<file path="src/rtl/inta_sequencer.sv">
// rtl/inta_sequencer.sv - CPU-side INT/INTA handshake sequencer with vector capture
//
// Detects a synchronized, enabled interrupt request and drives the two-pulse
// active-low INTA sequence to the PIC. The PIC's vector is captured on the edge
// that ends the second pulse and offered to the CPU over a valid/ack handshake.
//
// Ports:
//   i_clk        single clock, all state changes on posedge
//   i_rst        synchronous active-high reset
//   i_int        interrupt request from the PIC (asynchronous level)
//   i_ie         CPU interrupt enable; gates only the start of a new sequence
//   i_d_in[7:0]  PIC data bus, sampled at the end of the second pulse
//   i_vec_ack    CPU consumed the vector; ignored unless o_vec_valid is high
//   o_inta_n     interrupt acknowledge to the PIC, active low, registered
//   o_vec[7:0]   captured vector, stable while o_vec_valid is high
//   o_vec_valid  vector available to the CPU, registered
//   o_busy       high whenever a sequence is in progress (state != IDLE)

module inta_sequencer #(
    parameter int PULSE_W = 2,
    parameter int GAP_W   = 2
) (
    input  logic       i_clk,
    input  logic       i_rst,
    input  logic       i_int,
    input  logic       i_ie,
    input  logic [7:0] i_d_in,
    input  logic       i_vec_ack,
    output logic       o_inta_n,
    output logic [7:0] o_vec,
    output logic       o_vec_valid,
    output logic       o_busy
);

    localparam int MAX_W = (PULSE_W > GAP_W) ? PULSE_W : GAP_W;
    localparam int CW    = $clog2(MAX_W) + 1;

    typedef enum logic [2:0] {
        S_IDLE  = 3'd0,
        S_P1    = 3'd1,
        S_GAP   = 3'd2,
        S_P2    = 3'd3,
        S_VALID = 3'd4
    } state_t;

    state_t          r_state;
    state_t          w_next;
    logic [CW-1:0]   r_cnt;
    logic            r_sync1;
    logic            r_int_s;
    logic            r_inta_n;
    logic            r_vec_valid;
    logic [7:0]      r_vec;

    logic            w_last_pulse;
    logic            w_last_gap;
    logic            w_inta_n_nxt;
    logic            w_vec_valid_nxt;
    logic            w_capture;
    logic            w_timed;

    assign w_last_pulse = (r_cnt == CW'(PULSE_W - 1));
    assign w_last_gap   = (r_cnt == CW'(GAP_W - 1));

    // State register plus the registered outputs, which are computed from the
    // next state so INTA_N and VEC_VALID change on the same edge as the state.
    always_ff @(posedge i_clk) begin
        if (i_rst) begin
            r_state     <= S_IDLE;
            r_cnt       <= '0;
            r_sync1     <= 1'b0;
            r_int_s     <= 1'b0;
            r_inta_n    <= 1'b1;
            r_vec_valid <= 1'b0;
            r_vec       <= 8'h00;
        end else begin
            r_sync1     <= i_int;
            r_int_s     <= r_sync1;
            r_state     <= w_next;
            r_inta_n    <= w_inta_n_nxt;
            r_vec_valid <= w_vec_valid_nxt;
            // Counter restarts on every state change and only runs in timed states.
            if (w_next != r_state) begin
                r_cnt <= '0;
            end else if (w_timed) begin
                r_cnt <= r_cnt + CW'(1);
            end
            if (w_capture) begin
                r_vec <= i_d_in;
            end
        end
    end

    // Next-state logic. Once P1 is entered the sequence runs to completion
    // regardless of INT or IE.
    always_comb begin
        w_next = r_state;
        case (r_state)
            S_IDLE:  if (r_int_s && i_ie) w_next = S_P1;
            S_P1:    if (w_last_pulse)    w_next = S_GAP;
            S_GAP:   if (w_last_gap)      w_next = S_P2;
            S_P2:    if (w_last_pulse)    w_next = S_VALID;
            S_VALID: if (i_vec_ack)       w_next = S_IDLE;
            default:                      w_next = S_IDLE;
        endcase
    end

    // Output decode.
    always_comb begin
        w_inta_n_nxt    = 1'b1;
        w_vec_valid_nxt = 1'b0;
        w_capture       = 1'b0;
        w_timed         = 1'b0;
        if (w_next == S_P1 || w_next == S_P2) w_inta_n_nxt = 1'b0;
        if (w_next == S_VALID)                w_vec_valid_nxt = 1'b1;
        if (r_state == S_P2 && w_next == S_VALID) w_capture = 1'b1;
        if (r_state == S_P1 || r_state == S_GAP || r_state == S_P2) w_timed = 1'b1;
    end

    assign o_inta_n    = r_inta_n;
    assign o_vec_valid = r_vec_valid;
    assign o_vec       = r_vec;
    assign o_busy      = (r_state != S_IDLE);

endmodule

</file>
<file path="config.mk">
export PLATFORM = sky130hd
export DESIGN_NAME = inta_sequencer
export DESIGN_NICKNAME = d
export VERILOG_FILES = /design/src/rtl/inta_sequencer.sv
export SDC_FILE = /design/constraint.sdc
export NUM_CORES = 1
export LEC_CHECK = 0
export ABC_CLOCK_PERIOD_IN_PS = 1400
export BUFFER_PORTS_ARGS = -buffer_cell sky130_fd_sc_hd__clkbuf_2
export CAP_MARGIN = 20
export CELL_PAD_IN_SITES_DETAIL_PLACEMENT = 1
export CELL_PAD_IN_SITES_GLOBAL_PLACEMENT = 1
export CORE_MARGIN = 1.5
export CORE_UTILIZATION = 30
export CTS_CLUSTER_SIZE = 10
export DETAILED_ROUTE_END_ITERATION = 8
export GPL_ROUTABILITY_DRIVEN = 0
export PLACE_DENSITY_LB_ADDON = 0.1
export REMOVE_ABC_BUFFERS = 1
export SLEW_MARGIN = 15
export SYNTH_ARGS = -nofsm -noshare
export SYNTH_HDL_FRONTEND = slang
export SYNTH_SLANG_ARGS = --single-unit
</file>
<file path="constraint.sdc">
create_clock -name i_clk -period 1.4 [get_ports i_clk]
set_input_delay 0.42 -clock i_clk [delete_from_list [all_inputs] [get_ports i_clk]]
set_output_delay 0.42 -clock i_clk [all_outputs]
set_load 0.01 [all_outputs]
</file>
[Word level (Yosys, flattened, before mapping)]
Index checks and enable logic that the tools add are counted.
Word-level totals
  output and inout bits: 11
  bits of input ports: 13
  word-level logic and storage cells: 35
  register bits: 17
Operators by class
  reduce and logical (&&, ||, !) cells: 8
  add/sub/neg operators: 1
  eq/ne operators: 9
  muxes and demuxes: 10
Operators with widths (count)
  $mux W3: 5
  $pmux W3 S5: 1
  $eq A3 B2 Y1 const B: 3
  $eq A3 B1 Y1 const B: 2
  $eq A3 B3 Y1 const B: 2
  $mux W1: 4
  $logic_not A3 Y1: 1
  $logic_or A1 B1 Y1: 3
  $ne A3 B3 Y1: 1
  $reduce_bool A3 Y1: 1
  $add A2 B1 Y2 const B: 1
  $eq A2 B1 Y1 const B: 1
  $logic_and A1 B1 Y1: 2
  $reduce_or A2 Y1: 1

[Longest topological paths before layout]
  depth in word-level cells: 6
  depth in mapped cells: 6
  gate-level depth less buffers: 5

[Worst setup path before layout]
Ideal clock, no wire load.
  path type: register to output
  from: register r_state[1]
  to: output port o_busy
  arrival time: 793 ps
  required time: 980 ps
  slack: 187 ps
  buffers on the path: 1
  cell stages (with the launch flop): 3
  cell sequence: dfxtp_1 buf_6 or3_1
Between the ends
  cells in the longest elaborated chain, start to end: 1
RTL lines
  start, declared: RTL line 46  | state_t r_state;
  start signal, assigned: RTL line 79  | r_state <= w_next;
  $reduce_bool A3 Y1: RTL line 123  | assign o_busy = (r_state != S_IDLE);
  end, declared: RTL line 32  | output logic o_busy
No other way between the ends.

[Final worst setup path]
  from: register r_state[2]
  to: output port o_busy
The elaborated chain is that of the path after synthesis.

==> results by group <==
Synthesis
  – Gate Count Post-Synth: 73
  – Post-synthesis register bit count: 17
  – Yosys top cell by area: dfxtp_1
  – Compound-Gate Fraction of Synth Area: between 10% and 20%
  – Syn Std Cell Area: 671 µm²
  – Seq/Total Area, Yosys: 50.7%
  – Post-synthesis mux area share: 0%
  – Adder-Cell Fraction of Synth Area: 1.87%
  – Mean Syn Cell Area: 9.19 µm²
  – Main area contributors after synthesis: dfxtp_1, nand2_1, a21oi_1
  – Synth warnings: 0
  – Synth top area share: 50.7%
  – Distinct cells, synth: 24
  – Simple-gate portion of the synthesized area: 22.8%
  – Largest family of logic cells by synthesized area: simple AND/OR/NAND/NOR gates
  – Synth Area in XOR/XNOR: 2.61%

Floorplanning
  – Starting Density: 32.8%
  – Die area: 2530 µm²
  – Chip Width: 50.3 µm
  – Die height: 50.3 µm
  – Core area: 2040 µm²
  – Placement Rows: 16
  – IO Count: 24

Routing
  – DR iter-0 viols: 1
  – Drt via density: 4.64
  – Antenna-violating nets left: 0
  – WL per Instance: 11.1 µm
  – Total Wirelength: about 1500 µm
  – DR pass1 iterations: 2
  – DR vias: 613
  – Remaining DRCs: 0

Critical path
  – Crit path kind: flop to output port
  – Delay of the slowest critical-path stage: 350 ps
  – End of the critical path: o_busy
  – Reg2reg end: r_state[2]
  – Startpoint types: flop
  – Reg-to-Reg Start: r_state[1]
  – Crit end category: output port
  – Cells along the critical path: or3_1, clkbuf_2
  – Worst R2R Setup Slack: 60 ps
  – Crit path from: r_state[2]
  – Highest-delay cell along the critical path: or3_1
  – FF-to-FF path depth: 4
  – Critical Path RT: 980 ps
  – Arrival @ worst endpoint: 1100 ps
  – Critical path peak fanout: 2

Clock tree
  – Clock slew seen by the registers of the worst setup and hold paths: approximately 90 ps
  – CTS buffer count: 3
  – Root Driver: clkbuf_4
  – # clock sinks: 17
  – Worst-skew pair later-pin latency: 290 ps
  – Hold Buf Count CTS: 0
  – Buffer depth of the longest clock path: 2
  – H-Tree Depth: 1
  – CTS tree: built

Power and ir drop
  – Clock Power Share: 31.8%
  – Reg power frac: 60.6%
  – Sw Ratio: 22.2%
  – Peak VDD IR: 0.721 mV
  – Sw power: ~0.18 mW
  – P_int: 0.632 mW
  – Pwr dens: 902 nW/µm²
  – Combinational power share: 7.6%
  – Leakage Power: 0.388 nW

Finish
  – Final #Nets: 120
  – Area of the multi-input gates: 308 µm²
  – Register area: 347 µm²
  – Most frequent cells in the layout: clkbuf_2, nand2_1, dfxtp_1
  – Layout cells sized above 1: between 40% and 50%
  – Synth-to-Final Area Change: 34.3%
  – FILL cells: between 200 and 300
  – Antenna Cells: 0
  – Layout Utilization: 44.1%
  – Commonest non-fill, non-tap cell in the layout: clkbuf_2

Placement
  – PortBufs: 23
  – Final HPWL DP: 1120 µm
  – Setup WS pre-CTS: about 120 ps

Global route
  – First-pass GRT wire length: around 2700 µm
  – Initial antenna violation count: 0
  – Largest net degree at the start of global routing: 11
  – Grt ovf: 0
  – Number of global-route vias before repair: slightly above 600
  – Total global-route track usage: between 10% and 20%

Timing
  – Share of the clock period used by the worst path: 109%
  – RSZ-0062 raised after global routing: true
  – PnR worst setup slack: -121 ps
  – # setup viols final: 1
  – FMAX: 657 MHz
  – Actual slew at the worst max-slew pin: 363 ps
  – Worst Skew: 2.54 ps
  – Slew margin rel.: 75.6%
  – Hold Violations, Final: 0
  – Max Slew Vio Count: 0
  – Fin crit period: 1520 ps

Outcome
  – Failing checks: negative setup slack
  – Status: finished, violations left

Hold path
  – Min-Delay Path Class: input pin to flop

Run
  – # Max-Cap Violations: 0
-- Yosys cell counts, drive strengths merged --
cell type / n
or4b: 1
nor2: 2
clkbuf: 2
and4b: 1
xnor2: 1
a21oi: 11
buf: 2
nand3b: 1
xor2: 1
nor2b: 2
o211a: 1
a211oi: 1
or3: 1
dfxtp: 17
o21bai: 1
nand2: 19
inv: 1
a2111oi: 1
nand4b: 1
ha: 1
nor3: 3
o211ai: 1
o21ba: 1
-- how the worst min path moves through the flow --
stage,startpoint,to,slack (ps),depth (start not counted)
2_1_floorplan,r_sync1,r_int_s,410,1
3_3_place_gp,r_sync1,r_int_s,430,1
3_5_place_dp,r_sync1,r_int_s,430,1
4_1_cts,i_int,r_sync1,330,2
5_1_grt,i_d_in[6],o_vec[6],330,3
6_report,i_int,r_sync1,340,2
-- cell type report --
class	count	share of cell area [%]
sequential	17	38.5
multi-input combinational	51	34.2
timing repair buffer	32	20.3
tap	27	3.75
clock buffer	4	2.92
inverter	1	0.417
-- what timing repair did --
action,in CTS,in global routing
setup endpoints to repair,1,8
gates cloned,0,0
buffers inserted,3,0
hold endpoints to repair,0,0
pin swaps,0,2
resized for setup,4,4
-- registers in the layout (all words and copies together) (netlist names) --
name	cells
o_inta_n	1
o_vec	8
o_vec_valid	1
r_cnt	2
r_int_s	1
r_state	3
r_sync1	1
-- worst max-delay path, delay by kind of cell, from the launching register on --
kind | cells | cell delay [ps]
flip-flops | 1 | 330
AND/OR/NAND/NOR | 1 | 350
buffers and inverters | 1 | 130
-- cell families (layout without fill, tap and decap cells) --
kind of cell	Yosys count	after routing
AOI/OAI and AO/OA	17	17
xor gates and xnor gates	2	2
buffers and inverters	5	37
adders and majority gates	1	1
and+or+nand+nor	31	31
DFF	17	17
-- metal layers --
layer  share of wire [%]  up-vias  wire, µm  global-route usage [%]
met1                  45      280       655                    15.6
met5                   0        -         0                       0
met4                 1.3        0        19                    6.94
li1                    -      315         -                       -
met2                  49       16       721                    23.2
met3                 5.1        2        75                    5.65
-- power groups by stage --
stage	Clock (mW)	Sequential (mW)	Combinational (mW)
2_1_floorplan	0	0.507	0.0226
3_3_place_gp	0	0.507	0.0561
3_5_place_dp	0	0.507	0.0570
4_1_cts	0.275	0.493	0.0614
5_1_grt	0.297	0.494	0.0694
6_report	0.259	0.493	0.0615
-- through the flow --
step	total power, mW	setup TNS [ps]	cells	cell area, µm²	hold WS, ps
floorplan	0.529	0	69	639	414
finish	0.813	-121	132	901	341
global placement	0.563	0	125	833	430
detailed placement	0.564	0	125	833	433
CTS	0.829	-135	132	888	331
global route	0.860	-187	132	901	331
(Power assumes the default switching activity.)
